===== config.mk =====
export PLATFORM = sky130hd
export DESIGN_NAME = cmd_write
export DESIGN_NICKNAME = d
export VERILOG_FILES = /design/src/rtl/sdhci_cmd_pkg.sv /design/src/rtl/crc7_write.sv /design/src/rtl/cmd_write.sv
export SDC_FILE = /design/constraint.sdc
export NUM_CORES = 1
export LEC_CHECK = 0
export BUFFER_PORTS_ARGS = -buffer_cell sky130_fd_sc_hd__buf_2
export CAP_MARGIN = 10
export CELL_PAD_IN_SITES_DETAIL_PLACEMENT = 1
export CELL_PAD_IN_SITES_GLOBAL_PLACEMENT = 2
export CORE_MARGIN = 4
export CORE_UTILIZATION = 34
export DETAILED_ROUTE_END_ITERATION = 10
export PLACE_DENSITY = 0.83
export SETUP_SLACK_MARGIN = 0.05
export SYNTH_ARGS = -nofsm -noshare
export SYNTH_HDL_FRONTEND = slang
export SYNTH_HIERARCHICAL = 1
export SYNTH_SLANG_ARGS = --single-unit

===== constraint.sdc =====
create_clock -name sd_clk_i -period 2.1 [get_ports sd_clk_i]
set_input_delay 0 -clock sd_clk_i [delete_from_list [all_inputs] [get_ports sd_clk_i]]
set_output_delay 0 -clock sd_clk_i [all_outputs]
set_load 0.01 [all_outputs]

===== src/rtl/sdhci_cmd_pkg.sv =====
// sdhci_cmd_pkg
// Shared types and constants for the SD command-line transmit path.
// Contents:
//   cmd_tx_state_e : state encoding of the command serialiser
//   CmdHeaderBits  : start + transmission + index + argument bits (40)
//   Crc7Bits       : width of the command CRC (7)
//   CmdFrameBits   : complete frame length including CRC and end bit (48)
//   Crc7Poly       : CRC7 generator polynomial x^7 + x^3 + 1 without the x^7 term
//   buildHeader()  : packs index and argument behind the start/transmission bits
package sdhci_cmd_pkg;

  typedef enum logic [2:0] {
    IDLE       = 3'd0,
    SHIFT_CMD  = 3'd1,
    SHIFT_CRC  = 3'd2,
    END_BIT    = 3'd3,
    TURNAROUND = 3'd4,
    NCC_WAIT   = 3'd5
  } cmd_tx_state_e;

  localparam int CmdHeaderBits = 40;
  localparam int Crc7Bits      = 7;
  localparam int CmdFrameBits  = 48;

  localparam logic [Crc7Bits-1:0] Crc7Poly = 7'h09;

  // Start bit is 0 and the transmission bit is 1 (host to card).
  function automatic logic [CmdHeaderBits-1:0] buildHeader(
    input logic [5:0]  index,
    input logic [31:0] arg
  );
    return {2'b01, index, arg};
  endfunction

endpackage


===== src/rtl/crc7_write.sv =====
// crc7_write
// Serial CRC7 generator for the transmit side. Bits are folded in one per
// clock while enable_i is high; afterwards the remainder can be walked out
// MSB first by asserting shift_i, which moves the register left and fills
// with zeros so the next CRC bit to send is always at crc7_o[6].
// Ports:
//   sd_clk_i  : clock, rising edge
//   rst_i     : asynchronous active-high reset, clears the remainder
//   clear_i   : synchronous clear, highest priority
//   enable_i  : fold data_i into the remainder this cycle
//   data_i    : serial data bit being transmitted
//   shift_i   : shift the remainder out (takes priority over enable_i)
//   crc7_o    : current remainder
module crc7_write
  import sdhci_cmd_pkg::*;
(
  input  logic                sd_clk_i,
  input  logic                rst_i,
  input  logic                clear_i,
  input  logic                enable_i,
  input  logic                data_i,
  input  logic                shift_i,
  output logic [Crc7Bits-1:0] crc7_o
);

  logic [Crc7Bits-1:0] r_crc;
  logic                w_feedback;

  assign w_feedback = data_i ^ r_crc[Crc7Bits-1];
  assign crc7_o     = r_crc;

  // Linear feedback shift register with the polynomial taps applied whenever
  // the outgoing MSB differs from the incoming data bit.
  always_ff @(posedge sd_clk_i or posedge rst_i) begin
    if (rst_i) begin
      r_crc <= '0;
    end else if (clear_i) begin
      r_crc <= '0;
    end else if (shift_i) begin
      r_crc <= {r_crc[Crc7Bits-2:0], 1'b0};
    end else if (enable_i) begin
      r_crc <= {r_crc[Crc7Bits-2:0], 1'b0} ^ (w_feedback ? Crc7Poly : '0);
    end
  end

endmodule


===== src/rtl/cmd_write.sv =====
// cmd_write
// Serialises one SD command frame onto the CMD line, MSB first:
//   start(0), transmission(1), index[5:0], arg[31:0], crc7[6:0], end(1).
// All outputs are registered. The start bit is on cmd_o in the first cycle
// after accept, the end bit 48 cycles after accept, start_listening_o two
// cycles after the end bit and done_o 50 cycles after accept.
// Optional build macro CMD_WRITE_NCC_EN: after the turnaround the line is
// held released for NccCycles further cycles before IDLE, and done_o moves
// to the last of those cycles.
// Ports:
//   sd_clk_i          : SD clock, rising edge
//   rst_i             : asynchronous active-high reset
//   start_tx_i        : send request, only looked at in IDLE
//   cmd_index_i       : command index, latched on accept
//   cmd_arg_i         : command argument, latched on accept
//   rsp_expected_i    : a response follows this command, latched on accept
//   cmd_o             : serial CMD bit (1 when not transmitting)
//   cmd_en_o          : CMD pad output enable
//   busy_o            : high from accept until back in IDLE
//   done_o            : one-cycle pulse in the last busy cycle
//   start_listening_o : one-cycle pulse arming the response receiver
module cmd_write
  import sdhci_cmd_pkg::*;
#(
  parameter int NccCycles = 8
) (
  input  logic        sd_clk_i,
  input  logic        rst_i,
  input  logic        start_tx_i,
  input  logic [5:0]  cmd_index_i,
  input  logic [31:0] cmd_arg_i,
  input  logic        rsp_expected_i,
  output logic        cmd_o,
  output logic        cmd_en_o,
  output logic        busy_o,
  output logic        done_o,
  output logic        start_listening_o
);

  // The counter walks header bits 0..39; it only needs to grow when a very
  // long NCC gap is configured.
  localparam int CntW    = (NccCycles > 63) ? $clog2(NccCycles + 1) : 6;
  localparam int HdrLast = CmdHeaderBits - 1;

  localparam logic [CntW-1:0] CntHdrLast = CntW'(CmdHeaderBits - 1);
  localparam logic [CntW-1:0] CntCrcLast = CntW'(CmdFrameBits - CmdHeaderBits - 2);
`ifdef CMD_WRITE_NCC_EN
  localparam logic [CntW-1:0] CntNccLast = CntW'(NccCycles - 1);
`endif

  cmd_tx_state_e          r_state;
  logic [CntW-1:0]        r_cnt;
  logic [HdrLast:0]       r_hdr;
  logic                   r_rsp;
  logic                   r_cmd;
  logic                   r_cmdEn;
  logic                   r_busy;
  logic                   r_done;
  logic                   r_listen;

  logic [HdrLast:0]       w_newHdr;
  logic                   w_accept;
  logic                   w_crcClear;
  logic                   w_crcEnable;
  logic                   w_crcData;
  logic                   w_crcShift;
  logic [Crc7Bits-1:0]    w_crc;

  assign w_newHdr = buildHeader(cmd_index_i, cmd_arg_i);
  assign w_accept = (r_state == IDLE) && start_tx_i;

  assign cmd_o             = r_cmd;
  assign cmd_en_o          = r_cmdEn;
  assign busy_o            = r_busy;
  assign done_o            = r_done;
  assign start_listening_o = r_listen;

  // The CRC absorbs each header bit at the same edge that loads it into the
  // cmd_o register, so the remainder is complete by the time the last header
  // bit is on the line and the first CRC bit must be loaded. The remainder is
  // cleared during the end bit, ready for the next command.
  always_comb begin
    w_crcClear  = (r_state == END_BIT);
    w_crcEnable = w_accept || ((r_state == SHIFT_CMD) && (r_cnt != CntHdrLast));
    w_crcData   = (r_state == IDLE) ? w_newHdr[HdrLast] : r_hdr[HdrLast];
    w_crcShift  = ((r_state == SHIFT_CMD) && (r_cnt == CntHdrLast)) ||
                  ((r_state == SHIFT_CRC) && (r_cnt != CntCrcLast));
  end

  crc7_write u_crc7 (
    .sd_clk_i (sd_clk_i),
    .rst_i    (rst_i),
    .clear_i  (w_crcClear),
    .enable_i (w_crcEnable),
    .data_i   (w_crcData),
    .shift_i  (w_crcShift),
    .crc7_o   (w_crc)
  );

  // Main sequencer. r_state and r_cnt describe what is on the line in the
  // current cycle; each branch loads the outputs for the following cycle.
  // r_hdr always holds the next header bit to send in its MSB.
  always_ff @(posedge sd_clk_i or posedge rst_i) begin
    if (rst_i) begin
      r_state  <= IDLE;
      r_cnt    <= '0;
      r_hdr    <= '0;
      r_rsp    <= 1'b0;
      r_cmd    <= 1'b1;
      r_cmdEn  <= 1'b0;
      r_busy   <= 1'b0;
      r_done   <= 1'b0;
      r_listen <= 1'b0;
    end else begin
      case (r_state)
        IDLE: begin
          r_done   <= 1'b0;
          r_listen <= 1'b0;
          if (start_tx_i) begin
            r_state <= SHIFT_CMD;
            r_cnt   <= '0;
            r_hdr   <= {w_newHdr[HdrLast-1:0], 1'b0};
            r_rsp   <= rsp_expected_i;
            r_cmd   <= w_newHdr[HdrLast];
            r_cmdEn <= 1'b1;
            r_busy  <= 1'b1;
          end else begin
            r_cmd   <= 1'b1;
            r_cmdEn <= 1'b0;
            r_busy  <= 1'b0;
          end
        end

        SHIFT_CMD: begin
          if (r_cnt == CntHdrLast) begin
            r_state <= SHIFT_CRC;
            r_cnt   <= '0;
            r_cmd   <= w_crc[Crc7Bits-1];
          end else begin
            r_cnt   <= r_cnt + CntW'(1);
            r_cmd   <= r_hdr[HdrLast];
            r_hdr   <= {r_hdr[HdrLast-1:0], 1'b0};
          end
        end

        SHIFT_CRC: begin
          if (r_cnt == CntCrcLast) begin
            r_state <= END_BIT;
            r_cmd   <= 1'b1;
          end else begin
            r_cnt   <= r_cnt + CntW'(1);
            r_cmd   <= w_crc[Crc7Bits-1];
          end
        end

        END_BIT: begin
          r_state <= TURNAROUND;
          r_cnt   <= '0;
          r_cmd   <= 1'b1;
          r_cmdEn <= 1'b0;
        end

        TURNAROUND: begin
          if (r_cnt == '0) begin
            r_cnt    <= CntW'(1);
            r_listen <= r_rsp;
`ifndef CMD_WRITE_NCC_EN
            r_done   <= 1'b1;
`endif
          end else begin
            r_listen <= 1'b0;
            r_cnt    <= '0;
`ifdef CMD_WRITE_NCC_EN
            r_state  <= NCC_WAIT;
            r_done   <= (NccCycles == 1);
`else
            r_state  <= IDLE;
            r_busy   <= 1'b0;
            r_done   <= 1'b0;
`endif
          end
        end

`ifdef CMD_WRITE_NCC_EN
        NCC_WAIT: begin
          if (r_cnt == CntNccLast) begin
            r_state <= IDLE;
            r_cnt   <= '0;
            r_busy  <= 1'b0;
            r_done  <= 1'b0;
          end else begin
            r_cnt   <= r_cnt + CntW'(1);
            r_done  <= ((r_cnt + CntW'(1)) == CntNccLast);
          end
        end
`endif

        default: begin
          r_state  <= IDLE;
          r_cnt    <= '0;
          r_hdr    <= '0;
          r_rsp    <= 1'b0;
          r_cmd    <= 1'b1;
          r_cmdEn  <= 1'b0;
          r_busy   <= 1'b0;
          r_done   <= 1'b0;
          r_listen <= 1'b0;
        end
      endcase
    end
  end

endmodule


==> reports/results.ini, run 1 <==
[drt]
drt_wl_total_um = 7530
wl_per_cell_um = 16.5
drtIter0Drc = 79
num_vias = 2410
drt-pass1-iter-count = 4
route.detailed.vias_per_inst = 5.27
drcViolationCount = 0
postRouteAntennaNets = 0

[floorplan]
core-area_um2 = 8890
fp-row-count = 34
boundaryPins = 47
die-width_um = 105
floorplan.initialDensity = 0.356
fp.dieH_um = 105
die_area_um2 = 10900

[clock_tree]
clock_root_buffer_master = sky130_fd_sc_hd__clkbuf_8
cts_buffer_depth = 2
tritoncts_num_sinks = 61
cts.reportedPaths.clkPinSlew_ns = 0.07
numCtsBuffers = 9
clock_insertion_delay_worst_skew_ns = 0.34
htree_levels = 3
tritoncts = yes

[synth]
synth_cells = 271
yosys.cell_types.count = 50
synth_area_leaders = sky130_fd_sc_hd__dfrtp_1 47%, sky130_fd_sc_hd__a22o_1 11%, sky130_fd_sc_hd__mux2_2 9.6%
yosys.area.top_type = sky130_fd_sc_hd__dfrtp_1
synth_area_um2 = 3170
ys.warnings.count = 6
synth-seq-cells = 61
synthArstFlopShare = 1.00
synth.yosys.seq_area_share = 0.482
synth_top_area_share = 0.474
syn_nets = 316
syn_avg_cell_area_um2 = 11.7
synth_enable_flop_cells = 0
postSynth.topFlopCell = sky130_fd_sc_hd__dfrtp_1

[global_routing]
remaining_global_route_overflow = 0
grt.total_usage = 0.142
global_route_wire_length_before_repair_um = 12700
grt_start_max_net_pins = 40
first_global_vias = 2552
antenna_found_initial = 0

[worst_setup_path]
slowest_delay_ns = 0.46
crit_path_max_fanout = 5
critPathLaunchType = flop
crit_path_max_delay_cell_type = sky130_fd_sc_hd__or4b_1
cp_cell_sequence = ha_2, and2_4, and3_4, a2111oi_4, or4b_1, o211ai_1
worst_ep_required_time_ns = 2.35
setup.worst_path.class = reg2reg
setup.worst_path.end_class = flop
timing.critical_path.arrival_ns = 2.27

[cells_and_area]
layout-drive-gt1-share = 0.375
nFillCells = 978
areaGrowthSynthToFinish_pct = 26.7
layout.nets = 389
insertedDiodeCount = 0
multi_input_area_um2 = 1500
reg_area_um2 = 1530

[timing]
hold_viol = 0
setup-tns-final_ns = 0
max_clock_freq_mhz = 495
min_period_over_period = 0.963
finalMaxSlewViolations = 0
finalCriticalPeriod_ns = 2.02
fin_worst_skew_ns = 0.00805
timing.slew.headroom = 0.589
grt_setup_unrepaired = yes
max_slew.worst_pin.slew_ns = 0.615
finalSetupViolations = 0

[placement]
dp.final_hpwl_um = 4930
gpl.final_weighted_congestion = 0.764
portBuffers = 46

[outcome]
result_of_the_run = finished, final reports clean

[run]
max_cap_violations = 0

[power_and_ir_drop]
vdd.ir_drop.worst_v = 0.000294
power_density_nw_per_um2 = 797
power_leakage_uw = 0.00187
total_power_uw = 3200

[min_path]
min-delay-path-class = in2reg

## report_power, final
group / leakage [uW] / internal, uW / switching [uW]
clock: 0.000112 / 699 / 496
sequential: 0.000766 / 1330 / 85.7
combinational: 0.000993 / 348 / 245
## logic make-up (layout without fill, tap and decap cells)
kind of cell,after synthesis,after routing,synth area share
multiplexers,40,40,0.151
AO/OA/AOI/OAI,79,79,0.197
flip-flops,61,61,0.482
buffers and inverters,31,109,0.0581
AND/OR/NAND/NOR,53,53,0.0889
XOR/XNOR,4,4,0.0111
adder cells (fa/ha/maj),3,3,0.0118
## cells in the final DEF, fill, tap and decap left out, types with 3 or more instances in the layout
| cell | count |
|---|---|
| sky130_fd_sc_hd__mux2_4 | 8 |
| sky130_fd_sc_hd__inv_1 | 11 |
| sky130_fd_sc_hd__nand2_1 | 18 |
| sky130_fd_sc_hd__clkbuf_8 | 10 |
| sky130_fd_sc_hd__nor2_1 | 8 |
| sky130_fd_sc_hd__buf_12 | 4 |
| sky130_fd_sc_hd__xnor2_1 | 4 |
| sky130_fd_sc_hd__mux2_2 | 27 |
| sky130_fd_sc_hd__mux2_1 | 3 |
| sky130_fd_sc_hd__o21a_1 | 3 |
| sky130_fd_sc_hd__a21oi_1 | 9 |
| sky130_fd_sc_hd__o21ai_0 | 10 |
| sky130_fd_sc_hd__dfrtp_1 | 60 |
| sky130_fd_sc_hd__buf_4 | 16 |
| sky130_fd_sc_hd__nor3_1 | 3 |
| sky130_fd_sc_hd__buf_2 | 46 |
| sky130_fd_sc_hd__nand2b_1 | 3 |
| sky130_fd_sc_hd__a22o_1 | 39 |
| sky130_fd_sc_hd__dlygate4sd3_1 | 15 |
| sky130_fd_sc_hd__nor2b_1 | 4 |
## flip-flops by register name (all words and copies together), names as in the netlist
| register | cells |
|---|---|
| r_rsp | 1 |
| done_o | 1 |
| r_hdr | 39 |
| r_state | 3 |
| u_crc7/crc7_o | 7 |
| r_cnt | 6 |
| cmd_en_o | 1 |
| cmd_o | 1 |
| busy_o | 1 |
| start_listening_o | 1 |
## synthesized netlist by cell type, types with 4 or more instances
master and count:
sky130_fd_sc_hd__a22o_1 39, sky130_fd_sc_hd__buf_4 5, sky130_fd_sc_hd__a21oi_1 9, sky130_fd_sc_hd__nor2b_1 4, sky130_fd_sc_hd__nand2_1 18, sky130_fd_sc_hd__mux2_4 8
sky130_fd_sc_hd__inv_1 12, sky130_fd_sc_hd__buf_2 8, sky130_fd_sc_hd__dfrtp_1 60, sky130_fd_sc_hd__nor2_1 10, sky130_fd_sc_hd__mux2_2 27, sky130_fd_sc_hd__o21ai_0 10
sky130_fd_sc_hd__xnor2_1 4
## final timing paths
kind | slack [ns] | start | cells after the start | endpoint
setup / recovery | 0.08 | r_cnt[0]$_DFFE_PP0P_ | 6 | u_crc7/crc7_o[3]$_DFFE_PP0P_
hold / removal | 0.02 | cmd_arg_i[3] | 3 | r_hdr[4]$_DFFE_PP0P_
setup reg to reg | 0.08 | r_cnt[0]$_DFFE_PP0P_ | 6 | u_crc7/crc7_o[3]$_DFFE_PP0P_
hold reg to reg | 0.48 | done_o$_DFFE_PP0N_ | 2 | done_o$_DFFE_PP0N_
max in group asynchronous | 1.23 | rst_i | 4 | r_hdr[19]$_DFFE_PP0P_
min in group asynchronous | 0.16 | rst_i | 3 | u_crc7/crc7_o[1]$_DFFE_PP0P_
## layout make-up
cell class | count | area share
multi-input cells | 179 | 0.374
inverters | 12 | 0.0112
flip-flops and latches | 61 | 0.381
clock inverters | 6 | 0.0215
clock buffers | 10 | 0.0343
repair buffers | 81 | 0.145
well taps | 108 | 0.0337
## per-layer routing
metal,share of wire,wire length [um],GRT usage,vias to the layer above
met4,0.013,100,0.0513,0
met2,0.49,3700,0.229,45
met3,0.039,290,0.0358,9
met1,0.46,3440,0.186,1212
li1,-,-,-,1144
met5,0,0,0,-
## critical path, delay by kind of cell (launching register included)
family | cells | cell delay, ns
DFF | 1 | 0.40
and+or+nand+nor | 3 | 0.84
AOI/OAI and AO/OA | 2 | 0.51
adders and majority gates | 1 | 0.18
## metrics by stage
step | area (um2) | util | setup WS (ns) | hold WS, ns | cells
6_report | 4010 | 0.451 | 0.0778 | 0.0161 | 457
5_1_grt | 4010 | 0.451 | 0.0140 | 0.0110 | 457
4_1_cts | 3990 | 0.448 | 0.0522 | 0.00121 | 454
2_1_floorplan | 3200 | - | 0.0265 | -0.197 | 271
3_5_place_dp | 3620 | 0.407 | 0.0571 | -0.0260 | 424
3_3_place_gp | 3620 | 0.407 | 0.129 | -0.0406 | 424
## repair_timing
| action | in CTS | in global routing |
|---|---|---|
| buffers inserted | 0 | 2 |
| setup endpoints to repair | 1 | 7 |
| hold endpoints to repair | 44 | 1 |
| resized for setup | 2 | 1 |
| hold buffers | 14 | 1 |
| gates cloned | 0 | 0 |
Note: power is estimated with default switching activity, not from simulation.
==> run 2: changes to the inputs <==
--- a/config.mk
+++ b/config.mk
@@ -10,11 +10,11 @@
 export CELL_PAD_IN_SITES_DETAIL_PLACEMENT = 1
 export CELL_PAD_IN_SITES_GLOBAL_PLACEMENT = 2
 export CORE_MARGIN = 4
-export CORE_UTILIZATION = 34
+export CORE_UTILIZATION = 31
 export DETAILED_ROUTE_END_ITERATION = 10
 export PLACE_DENSITY = 0.83
 export SETUP_SLACK_MARGIN = 0.05
+export SLEW_MARGIN = 10
 export SYNTH_ARGS = -nofsm -noshare
 export SYNTH_HDL_FRONTEND = slang
-export SYNTH_HIERARCHICAL = 1
 export SYNTH_SLANG_ARGS = --single-unit
==> run 2 against run 1 <==
  * Sequential cell count did not move
  * Worst hold slack got worse by 0.0016 ns
  * Clock power fell by 13%
  * Final cell count rose by 12%
  * Clock skew fell by 0.0019 ns
  * Routed wire length rose by 8.3%
  * Setup slack improved by 0.093 ns
  * Global-route usage rose by 1.8 points
  * Combinational power rose by 140%
  * Clock-buffer cell count rose by 4
  * Fmax rose by 4.8%
  * Core utilization fell by 2.5 points
==> reports/results.ini, run 2 <==
[outcome]
result_of_the_run = finished, final reports clean  ; unchanged

[clock_tree]
cts.reportedPaths.clkPinSlew_ns = 0.07  ; about the same
cts_buffer_depth = 2  ; unchanged
clock_insertion_delay_worst_skew_ns = 0.33  ; was 0.34 ns
numCtsBuffers = 9  ; unchanged
tritoncts_num_sinks = 61  ; unchanged
htree_levels = 3  ; unchanged
clock_root_buffer_master = sky130_fd_sc_hd__clkbuf_8  ; unchanged
post_cts_setup_buffer_count = 0  ; unchanged
tritoncts = yes  ; unchanged

[power_and_ir_drop]
total_power_uw = 4460  ; was 3200 uW
power_leakage_uw = 0.00174  ; was 0.00187 uW
power_density_nw_per_um2 = 1130  ; was 797 nW/um2
vdd.ir_drop.worst_v = 0.000483  ; was 0.000294 V

[drt]
num_vias = 2648  ; was 2,410
drcViolationCount = 0  ; unchanged
wl_per_cell_um = 15.9  ; was 16.5 um
drt-pass1-iter-count = 4  ; unchanged
postRouteAntennaNets = 0  ; unchanged
drtIter0Drc = 125  ; was 79
route.detailed.vias_per_inst = 5.15  ; was 5.27
drt_wl_total_um = 8150  ; was 7530 um

[worst_setup_path]
worst_ep_required_time_ns = 2.37  ; was 2.35 ns
cp_cell_sequence = inv_1, ha_1, a41oi_1, nor3_2, or4_1, nand3_1  ; was ha_2, and2_4, and3_4, a2111oi_4, or4b_1, o211ai_1
cp.depth = 6  ; unchanged
worst_path_dominant_cell_family = simple AND/OR/NAND/NOR gates  ; unchanged
setup.worst_path.end_class = flop  ; unchanged
setup.worst_path.class = reg2reg  ; unchanged
cp.buffers_inverters = 1  ; was 0
timing.critical_path.arrival_ns = 2.20  ; was 2.27 ns
crit_path_max_fanout = 6  ; was 5
critPathLaunchType = flop  ; unchanged
r2r.worst_path.cells = 6  ; unchanged
crit_path_max_delay_cell_type = sky130_fd_sc_hd__or4_1  ; was sky130_fd_sc_hd__or4b_1
slowest_delay_ns = 0.50  ; was 0.46 ns

[floorplan]
core-area_um2 = 9200  ; was 8890 um2
floorplan.initialDensity = 0.316  ; was 0.356
die_area_um2 = 11000  ; was 10,900 um2
boundaryPins = 47  ; unchanged
die-width_um = 105  ; about the same
fp-row-count = 35  ; was 34
fp.dieH_um = 105  ; about the same

[timing]
finalMaxSlewViolations = 0  ; unchanged
timing.slew.headroom = 0.668  ; was 0.589
setup-tns-final_ns = 0  ; unchanged
max_slew.worst_pin.slew_ns = 0.496  ; was 0.615 ns
finalSetupViolations = 0  ; unchanged
fin_worst_skew_ns = 0.00618  ; was 0.00805 ns
grt_setup_unrepaired = no  ; was yes
hold_viol = 0  ; unchanged
worst_slack_ns = 0.171  ; was 0.0778 ns
finalCriticalPeriod_ns = 1.93  ; was 2.02 ns
min_period_over_period = 0.919  ; was 0.963
max_clock_freq_mhz = 518  ; was 495 MHz

[cells_and_area]
commonest_cells_after_routing_fill_and_taps_aside = 62 x sky130_fd_sc_hd__nand2_1, 59 x sky130_fd_sc_hd__dfrtp_1, 46 x sky130_fd_sc_hd__buf_2, 39 x sky130_fd_sc_hd__dlygate4sd3_1  ; was 60 x sky130_fd_sc_hd__dfrtp_1, 46 x sky130_fd_sc_hd__buf_2, 39 x sky130_fd_sc_hd__a22o_1, 27 x sky130_fd_sc_hd__mux2_2, 18 x sky130_fd_sc_hd__nand2_1
layout-drive-gt1-share = 0.206  ; was 0.375
stdcell_count = 514  ; was 457
largest_register_ff_count = 39  ; unchanged
layout.cells.most_common = sky130_fd_sc_hd__nand2_1  ; was sky130_fd_sc_hd__dfrtp_1
layout.nets = 444  ; was 389
insertedDiodeCount = 0  ; unchanged
largest-register = r_hdr  ; unchanged
nFillCells = 1078  ; was 978
areaGrowthSynthToFinish_pct = 35.0  ; was 26.7%

[global_routing]
first_global_vias = 2934  ; was 2,552
global_route_wire_length_before_repair_um = 14400  ; was 12,700 um
grt.total_usage = 0.161  ; was 0.142
grt_start_max_net_pins = 41  ; was 40
antenna_found_initial = 0  ; unchanged
remaining_global_route_overflow = 0  ; unchanged

[synth]
postSynth.topFlopCell = sky130_fd_sc_hd__dfrtp_1  ; unchanged
synth_area_um2 = 2910  ; was 3170 um2
synth_top_area_share = 0.516  ; was 0.474
syn_nets = 357  ; was 316
synth_area_leaders = sky130_fd_sc_hd__dfrtp_1 52%, sky130_fd_sc_hd__a22oi_1 9.5%, sky130_fd_sc_hd__nand2_1 8.0%  ; was sky130_fd_sc_hd__dfrtp_1 47%, sky130_fd_sc_hd__a22o_1 11%, sky130_fd_sc_hd__mux2_2 9.6%
ys.warnings.count = 0  ; was 6
synth_commonest_cells = 62 x sky130_fd_sc_hd__nand2_1, 60 x sky130_fd_sc_hd__dfrtp_1, 37 x sky130_fd_sc_hd__a22oi_1, 37 x sky130_fd_sc_hd__o21ai_1, 16 x sky130_fd_sc_hd__o21ai_0  ; was 60 x sky130_fd_sc_hd__dfrtp_1, 39 x sky130_fd_sc_hd__a22o_1, 27 x sky130_fd_sc_hd__mux2_2
synth.yosys.seq_area_share = 0.525  ; was 0.482
syn_avg_cell_area_um2 = 9.32  ; was 11.7 um2
yosys.cell_types.count = 40  ; was 50
yosys.area.top_type = sky130_fd_sc_hd__dfrtp_1  ; unchanged
synthArstFlopShare = 1.00  ; unchanged
synth_most_common_cell = sky130_fd_sc_hd__nand2_1  ; was sky130_fd_sc_hd__dfrtp_1
synth_enable_flop_cells = 0  ; unchanged
synth_cells = 312  ; was 271
synth-seq-cells = 61  ; unchanged

[placement]
total_placed_cells_including_tap_cells = 460  ; was 424
dp.final_hpwl_um = 5300  ; was 4930 um
dpl_worst_slack_ns = 0.0767  ; was 0.0571 ns
portBuffers = 46  ; unchanged
gpl.final_weighted_congestion = 0.809  ; was 0.764

[run]
max_cap_violations = 0  ; unchanged

[min_path]
timing.hold.worst_path_depth = 3  ; unchanged
min-delay-path-class = in2reg  ; unchanged

## run 2: changes by cell type in the layout (fill, tap and decap cells not counted), moves of 5 or more
cell                            previous run  this run
sky130_fd_sc_hd__dlygate4sd3_1            15        39
sky130_fd_sc_hd__inv_1                    11         6
sky130_fd_sc_hd__mux2_2                   27         0
sky130_fd_sc_hd__a22oi_1                   2        37
sky130_fd_sc_hd__nor2_1                    8        14
sky130_fd_sc_hd__a21oi_1                   9         3
sky130_fd_sc_hd__a22o_1                   39         2
sky130_fd_sc_hd__nand2_1                  18        62
sky130_fd_sc_hd__mux2_4                    8         0
sky130_fd_sc_hd__o21ai_0                  10        16
sky130_fd_sc_hd__o21ai_1                   0        37
## run 2: logic make-up after synthesis
family                   count (synthesis)  share of synthesized area
AND/OR/NAND/NOR                         96                      0.142
AO/OA/AOI/OAI                          117                      0.262
flip-flops                              61                      0.525
XOR/XNOR                                 4                     0.0120
buffers and inverters                   31                     0.0460
adder cells (fa/ha/maj)                  3                     0.0129
## run 2: tightest hold or removal path: cells and delay by family
kind	cells	cell delay, ns
buffers and inverters	1	0.14
AND/OR/NAND/NOR	1	0.08
AO/OA/AOI/OAI	1	0.08
## run 2: final cells by class
type                            instances  area (um2)  share of cell area
Sequential cell                        61        1530               0.389
Multi-Input combinational cell        220        1280               0.326
Timing Repair Buffer                  100         758               0.193
Clock buffer                           14         163              0.0414
Tap cell                              111         139              0.0354
Clock inverter                          1        30.0             0.00765
Inverter                                7        26.3             0.00669
## run 2: timing repair
item	4_1_cts	5_1_grt
setup endpoints to repair	1	1
hold buffers	39	0
gates resized for setup	1	2
endpoints found under the hold margin	58	0
## run 2: worst paths after layout
kind / start / endpoint / slack [ns]
max: r_cnt[0]$_DFFE_PP0P_ / r_cnt[3]$_DFFE_PP0P_ / 0.17
min: start_tx_i / busy_o$_DFFE_PP0P_ / 0.01
max reg2reg: r_cnt[0]$_DFFE_PP0P_ / r_cnt[3]$_DFFE_PP0P_ / 0.17
min reg2reg: done_o$_DFFE_PP0N_ / done_o$_DFFE_PP0N_ / 0.48
max in group asynchronous: rst_i / r_hdr[36]$_DFFE_PP0P_ / 1.19
min in group asynchronous: rst_i / r_hdr[4]$_DFFE_PP0P_ / 0.24
## run 2: layer usage
metal  vias up  wire, um  GRT usage
met5         -         0          0
met3        13       199     0.0327
met1      1311      3830      0.213
met2        40      3960      0.260
li1       1284         -          -
met4         0       155     0.0572
## run 2: through the flow
stage	cell area, um2	util	hold WS [ns]
floorplan	2910	-	0.127
finish	3930	0.427	0.0145
global route	3930	0.427	0.0336
global placement	3330	0.362	0.0522
CTS	3920	0.427	0.00828
detailed placement	3330	0.362	0.0529
## run 2: power by group
group / leakage (uW) / internal, uW / switching [uW]
clock: 0.0000968 / 609 / 434
combinational: 0.000871 / 696 / 734
sequential: 0.000771 / 1660 / 326
==> run 3: changes to the inputs <==
--- a/config.mk
+++ b/config.mk
@@ -12,7 +12,7 @@
 export CORE_MARGIN = 4
 export CORE_UTILIZATION = 31
 export DETAILED_ROUTE_END_ITERATION = 10
-export PLACE_DENSITY = 0.83
+export PLACE_DENSITY_LB_ADDON = 0.1
 export SETUP_SLACK_MARGIN = 0.05
 export SLEW_MARGIN = 10
 export SYNTH_ARGS = -nofsm -noshare
==> run 3 against run 2 <==
  * Fmax is 0.69% lower
  * Non-clock buffer count is 6 higher
  * First-iteration DRC count decreased by 30%
  * Global-route usage about the same
  * Clock power fell by 14%
  * Design area rose by 1.1%
  * Routed wire length rose by 1.2%
  * Sequential power barely moved
  * Critical endpoint unchanged
  * Largest power group unchanged
  * Highest routed layer unchanged
==> reports/results.ini, run 3 (synthesized netlist as in run 2, its figures left out) <==
[worst_setup_path]
setup.worst_path.class = reg2reg  ; unchanged
worst_ep_required_time_ns = 2.37  ; about the same
critPathLaunchType = flop  ; unchanged
timing.critical_path.arrival_ns = 2.21  ; was 2.20 ns
crit_path_max_fanout = 6  ; unchanged
setup.worst_path.end_class = flop  ; unchanged

[power_and_ir_drop]
power_density_nw_per_um2 = 1100  ; was 1130 nW/um2
vdd.ir_drop.worst_v = 0.000354  ; was 0.000483 V
power_leakage_uw = 0.00176  ; was 0.00174 uW
total_power_uw = 4380  ; was 4460 uW
p_seq_frac = 0.449  ; was 0.445
p_sw_frac = 0.351  ; was 0.335
net_switching_power_of_the_design_uw = 1540  ; was 1490 uW
p_int_uw = 2840  ; was 2960 uW
comb_power_share = 0.347  ; was 0.321
power_frac_clock = 0.204  ; was 0.234

[drt]
postRouteAntennaNets = 0  ; unchanged
drtIter0Drc = 88  ; was 125
wl_per_cell_um = 15.8  ; was 15.9 um
drcViolationCount = 0  ; unchanged
drt-pass1-iter-count = 4  ; unchanged
drt_wl_total_um = 8250  ; was 8150 um
num_vias = 2632  ; was 2,648
route.detailed.vias_per_inst = 5.05  ; was 5.15

[placement]
total_placed_cells_including_tap_cells = 462  ; was 460
portBuffers = 46  ; unchanged
gpl.final_weighted_congestion = 0.755  ; was 0.809
dp.final_hpwl_um = 5370  ; was 5300 um
placed_area_um2 = 3370  ; was 3330 um2

[cells_and_area]
layout.nets = 450  ; was 444
post-route-cell-area_um2 = 3970  ; was 3930 um2
commonest_cells_after_routing_fill_and_taps_aside = 62 x sky130_fd_sc_hd__nand2_1, 58 x sky130_fd_sc_hd__dfrtp_1, 46 x sky130_fd_sc_hd__buf_2, 39 x sky130_fd_sc_hd__dlygate4sd3_1  ; was 62 x sky130_fd_sc_hd__nand2_1, 59 x sky130_fd_sc_hd__dfrtp_1, 46 x sky130_fd_sc_hd__buf_2, 39 x sky130_fd_sc_hd__dlygate4sd3_1
layout.cells.most_common = sky130_fd_sc_hd__nand2_1  ; unchanged
insertedDiodeCount = 0  ; unchanged
largest-register = r_hdr  ; unchanged
multi_input_area_um2 = 1290  ; was 1280 um2
utilization = 0.432  ; was 0.427
largest_register_ff_count = 39  ; unchanged
reg_area_um2 = 1530  ; about the same
stdcell_count = 521  ; was 514
nFillCells = 1062  ; was 1,078
areaGrowthSynthToFinish_pct = 36.5  ; was 35.0%
layout-drive-gt1-share = 0.227  ; was 0.206

[run]
max_cap_violations = 0  ; unchanged

[timing]
hold_viol = 0  ; unchanged
fin_worst_skew_ns = 0.0115  ; was 0.00618 ns
timing.slew.headroom = 0.643  ; was 0.668
max_slew.worst_pin.slew_ns = 0.535  ; was 0.496 ns
setup-tns-final_ns = 0  ; unchanged
grt_setup_unrepaired = no  ; unchanged
finalMaxSlewViolations = 0  ; unchanged
max_clock_freq_mhz = 515  ; was 518 MHz
min_period_over_period = 0.925  ; was 0.919
finalCriticalPeriod_ns = 1.94  ; was 1.93 ns
finalSetupViolations = 0  ; unchanged

[clock_tree]
cts.reportedPaths.clkPinSlew_ns = 0.07  ; about the same
htree_levels = 3  ; unchanged
clock_insertion_delay_worst_skew_ns = 0.34  ; was 0.33 ns
clock_root_buffer_master = sky130_fd_sc_hd__clkbuf_8  ; unchanged
tritoncts_num_sinks = 61  ; unchanged
cts_buffer_depth = 2  ; unchanged
tritoncts = yes  ; unchanged
numCtsBuffers = 9  ; unchanged

[floorplan]
floorplan.initialDensity = 0.316  ; unchanged
die-width_um = 105  ; unchanged
fp.dieH_um = 105  ; unchanged
die_area_um2 = 11000  ; unchanged
core-area_um2 = 9200  ; unchanged
boundaryPins = 47  ; unchanged
fp-row-count = 35  ; unchanged

[global_routing]
grt_start_max_net_pins = 41  ; unchanged
first_global_vias = 2816  ; was 2,934
remaining_global_route_overflow = 0  ; unchanged
grt.total_usage = 0.161  ; about the same
antenna_found_initial = 0  ; unchanged
global_route_wire_length_before_repair_um = 14400  ; about the same

[outcome]
result_of_the_run = finished, final reports clean  ; unchanged

[min_path]
min-delay-path-class = in2reg  ; unchanged

-- run 3: cell types whose count changed in the layout (fill, tap and decap cells not counted), moves of 2 or more --
cell / before / now
sky130_fd_sc_hd__clkinv_2: 0 / 4
sky130_fd_sc_hd__buf_4: 13 / 17
sky130_fd_sc_hd__buf_12: 2 / 4
sky130_fd_sc_hd__clkbuf_8: 11 / 9
-- run 3: layout make-up --
| type | instances | share of cell area |
|---|---|---|
| sequential | 61 | 0.385 |
| timing repair buffer | 106 | 0.209 |
| clock inverter | 5 | 0.00693 |
| multi-input combinational | 220 | 0.325 |
| clock buffer | 11 | 0.0331 |
| tap | 111 | 0.0350 |
| inverter | 7 | 0.00662 |
-- run 3: per-layer routing --
metal / wire [um] / share of wire / up-vias / GRT usage
li1: - / - / 1304 / -
met2: 3920 / 0.48 / 33 / 0.257
met3: 190 / 0.023 / 10 / 0.0235
met4: 118 / 0.014 / 0 / 0.0600
met5: 0 / 0 / - / 0
met1: 4020 / 0.49 / 1285 / 0.221
-- run 3: power groups by stage --
stage,sequential [uW],combinational (uW),clock (uW)
floorplan,1910,1000,0
global placement,1980,1380,0
detailed placement,1990,1420,0
CTS,1970,1480,935
global route,2040,1740,985
finish,1960,1520,894
-- run 3: path summary, 6_finish.rpt --
path,endpoint,slack [ns],start,cells past startpoint
min,r_rsp$_DFFE_PP0P_,0.02,rsp_expected_i,3
max,r_cnt[3]$_DFFE_PP0P_,0.16,r_cnt[0]$_DFFE_PP0P_,6
max in group asynchronous,r_hdr[26]$_DFFE_PP0P_,1.25,rst_i,4
min reg2reg,done_o$_DFFE_PP0N_,0.48,done_o$_DFFE_PP0N_,1
max reg2reg,r_cnt[3]$_DFFE_PP0P_,0.16,r_cnt[0]$_DFFE_PP0P_,6
min in group asynchronous,u_crc7.crc7_o[4]$_DFFE_PP0P_,0.23,rst_i,3
-- run 3: worst max-delay path, cell delays in order, from the launching register on --
cell and delay (ns):
sky130_fd_sc_hd__dfrtp_1 0.42, sky130_fd_sc_hd__ha_1 0.23, sky130_fd_sc_hd__and2_4 0.19, sky130_fd_sc_hd__a31o_4 0.25, sky130_fd_sc_hd__a21o_1 0.20, sky130_fd_sc_hd__or4_1 0.50, sky130_fd_sc_hd__nand3_1 0.10
-- run 3: per-stage QoR --
stage / hold WS (ns) / setup WS (ns)
after floorplan: 0.127 / 0.187
after global placement: 0.0763 / 0.115
after detailed placement: 0.0701 / 0.0551
after CTS: 0.00194 / 0.0759
after global routing: 0.0213 / 0.0920
final: 0.0216 / 0.157
-- run 3: timing repair --
action,4_1_cts,5_1_grt
hold buffers,39,0
endpoints found under the setup margin,2,38
gates resized for setup,1,4
endpoints found under the hold margin,58,0
pin swaps,0,1
buffers inserted,0,4
